--- src/rtl/axil_pkg.sv ---
// Shared types and constants for the AXI4-Lite master port.
package axil_pkg;

    // Transaction sequencer states.
    typedef enum logic [2:0] {
        IDLE,
        WR_REQ,
        WR_RESP,
        RD_REQ,
        RD_DATA,
        RSP
    } state_t;

    // AXI response codes as seen on BRESP/RRESP.
    localparam logic [1:0] RESP_OKAY   = 2'b00;
    localparam logic [1:0] RESP_EXOKAY = 2'b01;
    localparam logic [1:0] RESP_SLVERR = 2'b10;
    localparam logic [1:0] RESP_DECERR = 2'b11;

endpackage

--- src/rtl/axil_master_port_if.sv ---
// AXI4-Lite bus bundle with initiator and target views.
interface axil_master_port_if #(
    parameter int ADDR_W = 16,
    parameter int DATA_W = 32,
    parameter int STRB_W = DATA_W / 8
) ();

    logic [ADDR_W-1:0] awaddr;
    logic [2:0]        awprot;
    logic              awvalid;
    logic              awready;

    logic [DATA_W-1:0] wdata;
    logic [STRB_W-1:0] wstrb;
    logic              wvalid;
    logic              wready;

    logic [1:0]        bresp;
    logic              bvalid;
    logic              bready;

    logic [ADDR_W-1:0] araddr;
    logic [2:0]        arprot;
    logic              arvalid;
    logic              arready;

    logic [DATA_W-1:0] rdata;
    logic [1:0]        rresp;
    logic              rvalid;
    logic              rready;

    modport master (
        output awaddr, awprot, awvalid, input awready,
        output wdata, wstrb, wvalid,    input wready,
        input  bresp, bvalid,           output bready,
        output araddr, arprot, arvalid, input arready,
        input  rdata, rresp, rvalid,    output rready
    );

    modport slave (
        input  awaddr, awprot, awvalid, output awready,
        input  wdata, wstrb, wvalid,    output wready,
        output bresp, bvalid,           input bready,
        input  araddr, arprot, arvalid, output arready,
        output rdata, rresp, rvalid,    input rready
    );

endinterface

--- src/rtl/axil_lat_counter.sv ---
// Saturating transaction latency counter with a capture register.
module axil_lat_counter #(
    parameter int CNT_W = 16
) (
    input  logic             clk,
    input  logic             rst,
    input  logic             load,
    input  logic             en,
    input  logic             capture,
    output logic [CNT_W-1:0] cycles
);

    logic [CNT_W-1:0] count_q, count_d;
    logic [CNT_W-1:0] cap_q, cap_d;

    // Next count: load restarts at 1, enable counts up and sticks at all-ones.
    // NOTE: every output gets a default first so no path leaves it unassigned (no latch).
    always_comb begin
        count_d = count_q;
        cap_d   = cap_q;
        if (load) begin
            count_d = CNT_W'(1);
        end else if (en && (count_q != '1)) begin
            count_d = count_q + CNT_W'(1);
        end
        if (capture) begin
            cap_d = count_q;
        end
    end

    // Counter and captured value registers, synchronous active-low reset.
    // NOTE: state is updated with non-blocking assignments so all flops sample together.
    always_ff @(posedge clk) begin
        if (!rst) begin
            count_q <= '0;
            cap_q   <= '0;
        end else begin
            count_q <= count_d;
            cap_q   <= cap_d;
        end
    end

    assign cycles = cap_q;

endmodule

--- src/rtl/axil_master_port.sv ---
// Single-outstanding AXI4-Lite initiator: one local command in, one response out.
module axil_master_port
    import axil_pkg::*;
#(
    parameter int ADDR_W = 16,
    parameter int DATA_W = 32,
    parameter int STRB_W = DATA_W / 8,
    parameter int CNT_W  = 16
) (
    input  logic              clk,
    input  logic              rst,
    input  logic              cmd_valid,
    output logic              cmd_ready,
    input  logic              cmd_we,
    input  logic [ADDR_W-1:0] cmd_addr,
    input  logic [DATA_W-1:0] cmd_wdata,
    input  logic [STRB_W-1:0] cmd_wstrb,
    output logic              rsp_valid,
    input  logic              rsp_ready,
    output logic              rsp_we,
    output logic [DATA_W-1:0] rsp_rdata,
    output logic [1:0]        rsp_resp,
    output logic [CNT_W-1:0]  rsp_cycles,
    axil_master_port_if.master m_axil
);

    state_t            state_q, state_d;
    logic              cmd_ready_q, cmd_ready_d;
    logic              we_q, we_d;
    logic [ADDR_W-1:0] addr_q, addr_d;
    logic [DATA_W-1:0] wdata_q, wdata_d;
    logic [STRB_W-1:0] wstrb_q, wstrb_d;
    logic              awvalid_q, awvalid_d;
    logic              wvalid_q, wvalid_d;
    logic              aw_done_q, aw_done_d;
    logic              w_done_q, w_done_d;
    logic              bready_q, bready_d;
    logic              arvalid_q, arvalid_d;
    logic              rready_q, rready_d;
    logic              rsp_valid_q, rsp_valid_d;
    logic [DATA_W-1:0] rdata_q, rdata_d;
    logic [1:0]        resp_q, resp_d;

    logic cnt_load, cnt_en, cnt_capture;

    // Sequencer next-state and channel register updates.
    always_comb begin
        state_d     = state_q;
        we_d        = we_q;
        addr_d      = addr_q;
        wdata_d     = wdata_q;
        wstrb_d     = wstrb_q;
        awvalid_d   = awvalid_q;
        wvalid_d    = wvalid_q;
        aw_done_d   = aw_done_q;
        w_done_d    = w_done_q;
        bready_d    = bready_q;
        arvalid_d   = arvalid_q;
        rready_d    = rready_q;
        rsp_valid_d = rsp_valid_q;
        rdata_d     = rdata_q;
        resp_d      = resp_q;
        cnt_load    = 1'b0;
        cnt_capture = 1'b0;

        unique case (state_q)
            IDLE: begin
                if (cmd_valid && cmd_ready_q) begin
                    we_d     = cmd_we;
                    addr_d   = cmd_addr;
                    wdata_d  = cmd_wdata;
                    wstrb_d  = cmd_wstrb;
                    cnt_load = 1'b1;
                    if (cmd_we) begin
                        awvalid_d = 1'b1;
                        wvalid_d  = 1'b1;
                        aw_done_d = 1'b0;
                        w_done_d  = 1'b0;
                        state_d   = WR_REQ;
                    end else begin
                        arvalid_d = 1'b1;
                        state_d   = RD_REQ;
                    end
                end
            end
            WR_REQ: begin
                // Address and data channels retire independently, in any order.
                if (awvalid_q && m_axil.awready) begin
                    awvalid_d = 1'b0;
                    aw_done_d = 1'b1;
                end
                if (wvalid_q && m_axil.wready) begin
                    wvalid_d = 1'b0;
                    w_done_d = 1'b1;
                end
                if (aw_done_d && w_done_d) begin
                    bready_d = 1'b1;
                    state_d  = WR_RESP;
                end
            end
            WR_RESP: begin
                if (m_axil.bvalid && bready_q) begin
                    bready_d    = 1'b0;
                    resp_d      = m_axil.bresp;
                    rdata_d     = '0;
                    rsp_valid_d = 1'b1;
                    cnt_capture = 1'b1;
                    state_d     = RSP;
                end
            end
            RD_REQ: begin
                if (arvalid_q && m_axil.arready) begin
                    arvalid_d = 1'b0;
                    rready_d  = 1'b1;
                    state_d   = RD_DATA;
                end
            end
            RD_DATA: begin
                if (m_axil.rvalid && rready_q) begin
                    rready_d    = 1'b0;
                    rdata_d     = m_axil.rdata;
                    resp_d      = m_axil.rresp;
                    rsp_valid_d = 1'b1;
                    cnt_capture = 1'b1;
                    state_d     = RSP;
                end
            end
            RSP: begin
                if (rsp_ready) begin
                    rsp_valid_d = 1'b0;
                    state_d     = IDLE;
                end
            end
            default: state_d = IDLE;
        endcase

        cmd_ready_d = (state_d == IDLE);
    end

    // Sequencer state and all registered outputs.
    always_ff @(posedge clk) begin
        if (!rst) begin
            state_q     <= IDLE;
            cmd_ready_q <= 1'b0;
            we_q        <= 1'b0;
            addr_q      <= '0;
            wdata_q     <= '0;
            wstrb_q     <= '0;
            awvalid_q   <= 1'b0;
            wvalid_q    <= 1'b0;
            aw_done_q   <= 1'b0;
            w_done_q    <= 1'b0;
            bready_q    <= 1'b0;
            arvalid_q   <= 1'b0;
            rready_q    <= 1'b0;
            rsp_valid_q <= 1'b0;
            rdata_q     <= '0;
            resp_q      <= RESP_OKAY;
        end else begin
            state_q     <= state_d;
            cmd_ready_q <= cmd_ready_d;
            we_q        <= we_d;
            addr_q      <= addr_d;
            wdata_q     <= wdata_d;
            wstrb_q     <= wstrb_d;
            awvalid_q   <= awvalid_d;
            wvalid_q    <= wvalid_d;
            aw_done_q   <= aw_done_d;
            w_done_q    <= w_done_d;
            bready_q    <= bready_d;
            arvalid_q   <= arvalid_d;
            rready_q    <= rready_d;
            rsp_valid_q <= rsp_valid_d;
            rdata_q     <= rdata_d;
            resp_q      <= resp_d;
        end
    end

    // The count runs from the first request cycle through the B/R handshake cycle.
    assign cnt_en = (state_q == WR_REQ) || (state_q == WR_RESP) ||
                    (state_q == RD_REQ) || (state_q == RD_DATA);

    axil_lat_counter #(.CNT_W(CNT_W)) u_lat (
        .clk     (clk),
        .rst     (rst),
        .load    (cnt_load),
        .en      (cnt_en),
        .capture (cnt_capture),
        .cycles  (rsp_cycles)
    );

    assign cmd_ready  = cmd_ready_q;
    assign rsp_valid  = rsp_valid_q;
    assign rsp_we     = we_q;
    assign rsp_rdata  = rdata_q;
    assign rsp_resp   = resp_q;

    assign m_axil.awaddr  = addr_q;
    assign m_axil.awprot  = 3'b000;
    assign m_axil.awvalid = awvalid_q;
    assign m_axil.wdata   = wdata_q;
    assign m_axil.wstrb   = wstrb_q;
    assign m_axil.wvalid  = wvalid_q;
    assign m_axil.bready  = bready_q;
    assign m_axil.araddr  = addr_q;
    assign m_axil.arprot  = 3'b000;
    assign m_axil.arvalid = arvalid_q;
    assign m_axil.rready  = rready_q;

endmodule

--- src/flat_wrapper.sv ---
// flat-port wrapper written by rule: the top's interface ports become plain ports
module axil_master_port_flat import axil_pkg::*;
#(
    parameter int ADDR_W = 16,
    parameter int DATA_W = 32,
    parameter int STRB_W = DATA_W / 8,
    parameter int CNT_W  = 16
)
  (clk, rst, cmd_valid, cmd_ready, cmd_we, cmd_addr, cmd_wdata, cmd_wstrb, rsp_valid, rsp_ready, rsp_we, rsp_rdata, rsp_resp, rsp_cycles, m_axil_awaddr, m_axil_awprot, m_axil_awvalid, m_axil_awready, m_axil_wdata, m_axil_wstrb, m_axil_wvalid, m_axil_wready, m_axil_bresp, m_axil_bvalid, m_axil_bready, m_axil_araddr, m_axil_arprot, m_axil_arvalid, m_axil_arready, m_axil_rdata, m_axil_rresp, m_axil_rvalid, m_axil_rready);
  axil_master_port_if #(.ADDR_W(ADDR_W), .DATA_W(DATA_W), .STRB_W(STRB_W)) m_axil_i ();
  input  logic clk;
  input  logic rst;
  input  logic cmd_valid;
  output logic cmd_ready;
  input  logic cmd_we;
  input  logic [ADDR_W-1:0] cmd_addr;
  input  logic [DATA_W-1:0] cmd_wdata;
  input  logic [STRB_W-1:0] cmd_wstrb;
  output logic rsp_valid;
  input  logic rsp_ready;
  output logic rsp_we;
  output logic [DATA_W-1:0] rsp_rdata;
  output logic [1:0] rsp_resp;
  output logic [CNT_W-1:0] rsp_cycles;
  output wire logic [$bits(m_axil_i.awaddr)-1:0] m_axil_awaddr;
  output wire logic [$bits(m_axil_i.awprot)-1:0] m_axil_awprot;
  output wire logic [$bits(m_axil_i.awvalid)-1:0] m_axil_awvalid;
  input wire logic [$bits(m_axil_i.awready)-1:0] m_axil_awready;
  output wire logic [$bits(m_axil_i.wdata)-1:0] m_axil_wdata;
  output wire logic [$bits(m_axil_i.wstrb)-1:0] m_axil_wstrb;
  output wire logic [$bits(m_axil_i.wvalid)-1:0] m_axil_wvalid;
  input wire logic [$bits(m_axil_i.wready)-1:0] m_axil_wready;
  input wire logic [$bits(m_axil_i.bresp)-1:0] m_axil_bresp;
  input wire logic [$bits(m_axil_i.bvalid)-1:0] m_axil_bvalid;
  output wire logic [$bits(m_axil_i.bready)-1:0] m_axil_bready;
  output wire logic [$bits(m_axil_i.araddr)-1:0] m_axil_araddr;
  output wire logic [$bits(m_axil_i.arprot)-1:0] m_axil_arprot;
  output wire logic [$bits(m_axil_i.arvalid)-1:0] m_axil_arvalid;
  input wire logic [$bits(m_axil_i.arready)-1:0] m_axil_arready;
  input wire logic [$bits(m_axil_i.rdata)-1:0] m_axil_rdata;
  input wire logic [$bits(m_axil_i.rresp)-1:0] m_axil_rresp;
  input wire logic [$bits(m_axil_i.rvalid)-1:0] m_axil_rvalid;
  output wire logic [$bits(m_axil_i.rready)-1:0] m_axil_rready;
  assign m_axil_awaddr = m_axil_i.awaddr;
  assign m_axil_awprot = m_axil_i.awprot;
  assign m_axil_awvalid = m_axil_i.awvalid;
  assign m_axil_i.awready = m_axil_awready;
  assign m_axil_wdata = m_axil_i.wdata;
  assign m_axil_wstrb = m_axil_i.wstrb;
  assign m_axil_wvalid = m_axil_i.wvalid;
  assign m_axil_i.wready = m_axil_wready;
  assign m_axil_i.bresp = m_axil_bresp;
  assign m_axil_i.bvalid = m_axil_bvalid;
  assign m_axil_bready = m_axil_i.bready;
  assign m_axil_araddr = m_axil_i.araddr;
  assign m_axil_arprot = m_axil_i.arprot;
  assign m_axil_arvalid = m_axil_i.arvalid;
  assign m_axil_i.arready = m_axil_arready;
  assign m_axil_i.rdata = m_axil_rdata;
  assign m_axil_i.rresp = m_axil_rresp;
  assign m_axil_i.rvalid = m_axil_rvalid;
  assign m_axil_rready = m_axil_i.rready;
  axil_master_port #(.ADDR_W(ADDR_W), .DATA_W(DATA_W), .STRB_W(STRB_W), .CNT_W(CNT_W)) u_core (.clk(clk), .rst(rst), .cmd_valid(cmd_valid), .cmd_ready(cmd_ready), .cmd_we(cmd_we), .cmd_addr(cmd_addr), .cmd_wdata(cmd_wdata), .cmd_wstrb(cmd_wstrb), .rsp_valid(rsp_valid), .rsp_ready(rsp_ready), .rsp_we(rsp_we), .rsp_rdata(rsp_rdata), .rsp_resp(rsp_resp), .rsp_cycles(rsp_cycles), .m_axil(m_axil_i));
endmodule
--- config.mk ---
export PLATFORM = sky130hd
export DESIGN_NAME = axil_master_port_flat
export DESIGN_NICKNAME = d
export VERILOG_FILES = /design/src/rtl/axil_pkg.sv /design/src/rtl/axil_master_port_if.sv /design/src/rtl/axil_lat_counter.sv /design/src/rtl/axil_master_port.sv /design/src/flat_wrapper.sv
export SDC_FILE = /design/constraint.sdc
export NUM_CORES = 1
export LEC_CHECK = 0
export CAP_MARGIN = 15
export CORE_UTILIZATION = 42
export CTS_CLUSTER_DIAMETER = 30
export DETAILED_ROUTE_END_ITERATION = 8
export PLACE_DENSITY = 0.8
export SLEW_MARGIN = 5
export SYNTH_ARGS = -nofsm -noshare
export SYNTH_HDL_FRONTEND = slang
export SYNTH_HIERARCHICAL = 1
export SYNTH_SLANG_ARGS = --single-unit
export TNS_END_PERCENT = 20
--- constraint.sdc ---
create_clock -name clk -period 2.72 [get_ports clk]
set_input_delay 0.68 -clock clk [delete_from_list [all_inputs] [get_ports clk]]
set_output_delay 0.68 -clock clk [all_outputs]
set_load 0.005 [all_outputs]
==> run_results.csv, run 1 <==
group,metric,value,unit
status,status,"complete, no violations",
synthesis,synth.distinct_cells,59,
synthesis,synth.avg_cell_area,8.85,um2
synthesis,synth.ff_latch_count,131,
clocking,cts_inserted_buffers,17,
sta,fmax,452,MHz
sta,rsz0062_at_grt,"no",
clocking,quantity_of_hold_fixing_buffers_added_after_cts,0,
sta,final-setup-viol-count,0,
synthesis,synth_top_family_by_area,"simple AND/OR/NAND/NOR gates",
synthesis,synth_sequential_area_ratio,0.503,
synthesis,postSynth.asyncResetShare,0,
worst_setup_path,crit_path_end_kind,"flip-flop",
die,area_of_the_core,12100,um2
synthesis,compound_cell_area_share_of_the_yosys_netlist,0.165,
global_routing,globalRouteMet2Util,0.416,
global_routing,vias_in_the_first_global_route,4905,
power_and_ir_drop,p_total,4.99,mW
die,die_width,113,um
finish,layout_stage_area_growth_over_the_synthesis_result,54.5,%
die,std_cell_rows,40,
synthesis,synth_enable_flop_cells,0,
detailed_routing,first_iter_violations,230,
sta,worst-slew-pin-transition,720,ps
synthesis,synth.top_cells.by_area,"sky130_fd_sc_hd__dfxtp_1 (50%), sky130_fd_sc_hd__nand2_1 (8.6%), sky130_fd_sc_hd__a21oi_1 (6.4%)",
finish,finish.net_count,890,
placed_design,gp_routability_congestion,0.867,
die,starting_density_of_the_core,0.432,
detailed_routing,average_wire_per_standard_cell,15.0,um
die,dieArea,12900,um2
finish,layout.cells.most_common_list,"sky130_fd_sc_hd__clkdlybuf4s50_1 (223), sky130_fd_sc_hd__dfxtp_1 (131), sky130_fd_sc_hd__nand2_1 (119)",
finish,nFillCells,945,
global_routing,grt.overflow.total,0,
placed_design,place_area,7420,um2
detailed_routing,vias_per_cell,5.04,
detailed_routing,detail-route-antenna-nets,0,
global_routing,overall_global_routing_resource_usage,0.231,
synthesis,synthXorXnorAreaFrac,0.00168,
die,height_of_the_die,113,um
global_routing,grt_max_degree,54,
detailed_routing,drt_wl_total,14.5,mm
power_and_ir_drop,power_density_over_the_cells,620,nW/um2
power_and_ir_drop,power_frac_comb,0.113,
global_routing,initial_antenna_violation_count,0,
detailed_routing,drt_pre_antenna_iters,5,
placed_design,dp_hpwl,10.4,mm
sta,final.period_utilization,0.813,
worst_setup_path,worst_ep_required_time,3040,ps
worst_setup_path,crit_path_max_fanout,9,
global_routing,grt_use_met1,0.253,
clocking,ctsRootBufferMaster,"sky130_fd_sc_hd__clkbuf_16",
power_and_ir_drop,total_leakage_power,2.83,nW
finish,final_common_cell,"sky130_fd_sc_hd__clkdlybuf4s50_1",
power_and_ir_drop,seq_pwr_share,0.408,
sta,maxSlewViolCount,0,
power_and_ir_drop,power.internal,3.92,mW
synthesis,mappedNetlistArea,5210,um2
clocking,cts_htree_levels,4,
synthesis,post_synth_mux_area_share,0.0327,
synthesis,synth_adder_area_share,0.00240,
global_routing,grt_pass1_wl,23.4,mm
synthesis,most_common_flop_cell_mapped_by_yosys,"sky130_fd_sc_hd__dfxtp_1",
clocking,cts_sinks,131,
clocking,cts_setup_buffers,0,
placed_design,place_inst,940,
synthesis,netlist_instances,589,
worst_setup_path,arrival,2530,ps
finish,design_area,8050,um2
sta,worst_slew_margin_rel,0.519,
power_and_ir_drop,vdd_ir_drop_max,0.000483,V
synthesis,synth_simple_gate_area_share,0.217,
clocking,cts.clk_slew.worst_paths,50,ps
detailed_routing,routed-via-count,4897,
finish,n_antenna_cell,0,
sta,final_hold_viol_count,0,
finish,final_layout_size_suffix_gt1_frac,0.0721,
global_routing,globalRouteMet3Util,0.0664,
synthesis,synthesis.yosys.warnings,6,
synthesis,netlist.top_cell.by_area,"sky130_fd_sc_hd__dfxtp_1",
placed_design,placement.setup.worst_slack,370,ps
sta,setup_total_negative_slack,0,ps
finish,layout.core_utilization,0.667,
placed_design,numPortBuffers,223,
power_and_ir_drop,sw_frac_of_total,0.215,
finish,fin_cells,972,
clocking,worst_skew_pair.late_latency,400,ps
sta,finalCriticalPeriod,2210,ps
sta,final.setup.worst_slack,507,ps
global_routing,globalRoute.busiestLayer,"met2",
synthesis,yosysTopAreaCellShare,0.503,
sta,fin_skew,5.06,ps
clocking,clock_tree_from_tritoncts,"done",
job,drv.max_cap_violation_count,0,
power_and_ir_drop,power.share.clock,0.479,
clocking,cts-root-to-sink-buffers,2,
power_and_ir_drop,switchingPower,1.07,mW
worst_setup_path,critical_path.startpoint_type,"flip-flop",
die,io_pins,230,
sta,holdWs,454,ps
detailed_routing,drcViolationCount,0,
worst_setup_path,setup.worst_path.class,"flip-flop to flip-flop",
clocking,post_cts.resized_instances,0,
min_path,worst_hold_class,"flip-flop to flip-flop",
cell usage after synthesis, drive strengths merged (2+ instances only):
cell type,count
nor3b,2
a211oi,3
nand2b,3
buf,42
nor3,5
a311oi,3
a21oi,67
and3,5
inv,7
or4,2
mux2i,17
a22oi,33
and2,3
o21ai,15
a31oi,5
nor2,45
o21a,3
nor2b,20
nor4,3
nand4,8
nand2,120
clkbuf,14
and4,2
o31ai,2
nand3,7
or3,6
dfxtp,131
cell families after synthesis:
family,after synthesis
simple gates,236
compound gates,139
flops,131
buf+inv,63
mux,17
fa+ha+maj,1
other cells,1
xor+xnor,1
final cells by class:
cell class | count | area, um2 | share of cell area
Sequential cell | 131 | 2620 | 0.326
Inverter | 7 | 26.3 | 0.00326
Tap cell | 168 | 210 | 0.0261
Clock buffer | 23 | 478 | 0.0594
Timing Repair Buffer | 234 | 2350 | 0.292
Multi-Input combinational cell | 400 | 2210 | 0.274
Clock inverter | 9 | 151 | 0.0188
power by group through the flow:
stage,sequential (mW),combinational (mW),clock (mW)
global route,2.04,0.612,2.53
floorplan,2.07,0.239,0
global placement,2.07,0.554,0
detailed placement,2.08,0.565,0
finish,2.04,0.566,2.39
CTS,2.04,0.568,2.44
state kept, by name, summed over array words and instances (netlist names), 2 cells and up:
name	flops
u_core/m_axil.araddr	16
u_core/m_axil.wdata	32
u_core/m_axil.wstrb	4
u_core/rsp_rdata	32
u_core/rsp_resp	2
u_core/state_q	3
u_core/u_lat/count_q	16
u_core/u_lat/cycles	16
per-layer routing:
layer  share of wire  up-vias
li1                -     2409
met1            0.40     2305
met2            0.52      169
met3           0.066       14
met4           0.013        0
met5               0        -
worst max-delay path: stages (launching register included):
cell and delay (ps):
sky130_fd_sc_hd__dfxtp_1 400, sky130_fd_sc_hd__nor2_1 390, sky130_fd_sc_hd__xnor2_1 270, sky130_fd_sc_hd__nand4_1 380, sky130_fd_sc_hd__or3_2 520, sky130_fd_sc_hd__a21oi_1 170
worst paths after layout:
kind,startpoint,end,slack [ps],depth (start not counted)
worst max register to register,u_core/state_q[0],u_core/u_lat/count_q[4],510,5
worst min register to register,u_core/m_axil.wdata[10],u_core/m_axil.wdata[10],450,2
worst min-delay path,u_core/m_axil.wdata[10],u_core/m_axil.wdata[10],450,2
worst max-delay path,u_core/state_q[0],u_core/u_lat/count_q[4],510,5
(Power assumes the default switching activity.)
==> inputs of run 2 (changes only) <==
Settings changed: CORE_UTILIZATION 42 to 38, PLACE_DENSITY 0.8 to 0.77.
Clock period 2.72 ns to 1.9 ns, I/O delays scaled along.
==> run 2 against run 1 <==
- cell area grew 1.5%
- critical path depth grew 1
- core utilization shrank 5.3 points
- non-clock buffer count grew 14
- first-iteration DRC count grew 12%
- global-route usage shrank 2.3 points
- via count grew 1.7%
- die area grew 10%
==> run_results.csv, run 2 (synthesis results as in run 1) <==
group,metric,value,unit
die,starting_density_of_the_core,0.392,
finish,final_common_cell,"sky130_fd_sc_hd__clkdlybuf4s50_1",
worst_setup_path,arrival,2140,ps
sta,rsz0062_at_grt,"yes",
finish,multiInputGateArea,2210,um2
placed_design,place_area,7560,um2
global_routing,grt.overflow.total,0,
worst_setup_path,timing.reg2reg.worst_path_depth,6,
sta,final-setup-viol-count,0,
global_routing,overall_global_routing_resource_usage,0.208,
finish,layout.cells.most_common_list,"sky130_fd_sc_hd__clkdlybuf4s50_1 (221), sky130_fd_sc_hd__dfxtp_1 (131), sky130_fd_sc_hd__nand2_1 (119)",
power_and_ir_drop,vdd_ir_drop_max,0.000460,V
worst_setup_path,regToRegEndpoint,"u_core/u_lat/count_q[13]",
detailed_routing,vias_per_cell,5.02,
sta,fmax,555,MHz
power_and_ir_drop,power_density_over_the_cells,856,nW/um2
global_routing,grt_pass1_wl,23.6,mm
sta,finalCriticalPeriod,1800,ps
power_and_ir_drop,sw_frac_of_total,0.220,
placed_design,numPortBuffers,223,
sta,final.period_utilization,0.949,
power_and_ir_drop,power.internal,5.45,mW
global_routing,grt_max_degree,55,
power_and_ir_drop,switchingPower,1.53,mW
finish,register_area,2620,um2
global_routing,vias_in_the_first_global_route,4865,
die,area_of_the_core,13300,um2
clocking,cts_sinks,131,
finish,final_layout_size_suffix_gt1_frac,0.0857,
job,drv.max_cap_violation_count,0,
worst_setup_path,worst_path_largest_cell_delay,460,ps
worst_setup_path,crit_path_end_kind,"flip-flop",
detailed_routing,detail-route-antenna-nets,0,
sta,fin_skew,8.07,ps
die,std_cell_rows,42,
placed_design,dp_hpwl,10.4,mm
min_path,whs_endpoint,"u_core/rsp_we",
sta,final_hold_viol_count,0,
finish,n_antenna_cell,0,
detailed_routing,average_wire_per_standard_cell,14.9,um
worst_setup_path,reg2reg_setup_slack,100,ps
finish,design_area,8170,um2
die,die_width,119,um
worst_setup_path,critical_path.startpoint_type,"flip-flop",
placed_design,placement.setup.worst_slack,-83.4,ps
power_and_ir_drop,p_total,6.99,mW
finish,finish.net_count,904,
worst_setup_path,regToRegStartpoint,"u_core/state_q[1]",
power_and_ir_drop,seq_pwr_share,0.416,
clocking,cts-root-to-sink-buffers,2,
finish,layout_stage_area_growth_over_the_synthesis_result,56.7,%
min_path,worst_hold_class,"flip-flop to flip-flop",
detailed_routing,drt_wl_total,14.8,mm
placed_design,place_inst,960,
clocking,ctsRootBufferMaster,"sky130_fd_sc_hd__clkbuf_16",
power_and_ir_drop,power.share.clock,0.460,
sta,final.setup.worst_slack,96.7,ps
die,io_pins,230,
detailed_routing,drcViolationCount,0,
placed_design,gp_routability_congestion,0.888,
status,status,"complete, no violations",
clocking,worst_skew_pair.late_latency,410,ps
finish,fin_cells,993,
detailed_routing,first_iter_violations,257,
sta,maxSlewViolCount,0,
sta,worst_slew_margin_rel,0.668,
worst_setup_path,crit_path_max_fanout,10,
clocking,cts.clk_slew.worst_paths,50,ps
detailed_routing,routed-via-count,4981,
power_and_ir_drop,power_frac_comb,0.124,
min_path,timing.hold.worst_path_depth,2,
worst_setup_path,worst_ep_required_time,2240,ps
detailed_routing,drt_pre_antenna_iters,4,
power_and_ir_drop,total_leakage_power,2.93,nW
min_path,hold_start,"u_core/rsp_we",
clocking,clock_tree_from_tritoncts,"done",
die,height_of_the_die,119,um
clocking,cts_htree_levels,4,
global_routing,initial_antenna_violation_count,0,
finish,layout.core_utilization,0.614,
worst_setup_path,critical-path-slowest-cell,"sky130_fd_sc_hd__or4_1",
finish,nFillCells,1086,
clocking,cts_inserted_buffers,17,
worst_setup_path,critical_path.cell_chain,"nor2_1 > xnor2_1 > buf_4 > nand4_1 > or4_1 > a21oi_1",
die,dieArea,14200,um2
sta,worst-slew-pin-transition,491,ps
worst_setup_path,setup.worst_path.class,"flip-flop to flip-flop",
-- run 2: cell types whose count changed in the layout (fill, tap and decap cells not counted), moves of 2 or more --
| cell | previous run | this run |
|---|---|---|
| sky130_fd_sc_hd__dlymetal6s2s_1 | 0 | 2 |
| sky130_fd_sc_hd__buf_12 | 3 | 6 |
| sky130_fd_sc_hd__clkbuf_8 | 3 | 5 |
| sky130_fd_sc_hd__bufinv_16 | 4 | 2 |
| sky130_fd_sc_hd__clkdlybuf4s50_1 | 223 | 221 |
| sky130_fd_sc_hd__buf_4 | 8 | 19 |
| sky130_fd_sc_hd__clkbuf_1 | 3 | 5 |
-- run 2: final cells by class --
class,count,area share
flip-flops and latches,131,0.321
repair buffers,248,0.306
multi-input cells,400,0.271
clock buffers,27,0.0628
well taps,176,0.0270
clock inverters,4,0.00858
inverters,7,0.00322
-- run 2: how the worst max path moves through the flow --
stage	end	start	slack, ps	depth (start not counted)
6_report	u_core/u_lat/count_q[13]	u_core/state_q[1]	100	6
5_1_grt	u_core/u_lat/count_q[13]	u_core/state_q[1]	-10	6
4_1_cts	m_axil_wvalid	u_core/m_axil.wvalid	10	1
3_5_place_dp	u_core/u_lat/count_q[2]	cmd_valid	-80	7
3_3_place_gp	u_core/rsp_rdata[18]	m_axil_bvalid	-40	6
2_1_floorplan	u_core/u_lat/cycles[10]	m_axil_bvalid	120	7
-- run 2: power by group through the flow --
stage | clock network [mW] | logic (mW) | registers, mW
6_report | 3.21 | 0.870 | 2.90
3_3_place_gp | 0 | 0.851 | 2.96
4_1_cts | 3.27 | 0.875 | 2.90
3_5_place_dp | 0 | 0.869 | 2.96
2_1_floorplan | 0 | 0.342 | 2.97
5_1_grt | 3.41 | 0.935 | 2.92
-- run 2: what timing repair did --
action / in CTS / in global routing
hold buffers: 0 / 0
setup buffers: 0 / 2
gates resized for setup: 0 / 3
endpoints found under the setup margin: 0 / 11
-- run 2: critical path: cells and delay by family (launching register included) --
family	cells	cell delay, ps
and+or+nand+nor	3	770
buffers and inverters	1	220
xor gates and xnor gates	1	200
AOI/OAI and AO/OA	1	150
DFF	1	400
-- run 2: through the flow --
stage | hold slack [ps] | TNS (ps)
3_3_place_gp | 442 | -2240
2_1_floorplan | 453 | 0
6_report | 453 | 0
4_1_cts | 453 | 0
5_1_grt | 464 | -13.2
3_5_place_dp | 445 | -5550
-- run 2: layer usage --
layer  vias to the layer above  wire, um  GRT usage
met1                      2315      6050      0.236
met3                        26      1230     0.0728
met5                         -         0          0
li1                       2436         -          -
met2                       204      7210      0.354
met4                         0       283     0.0847
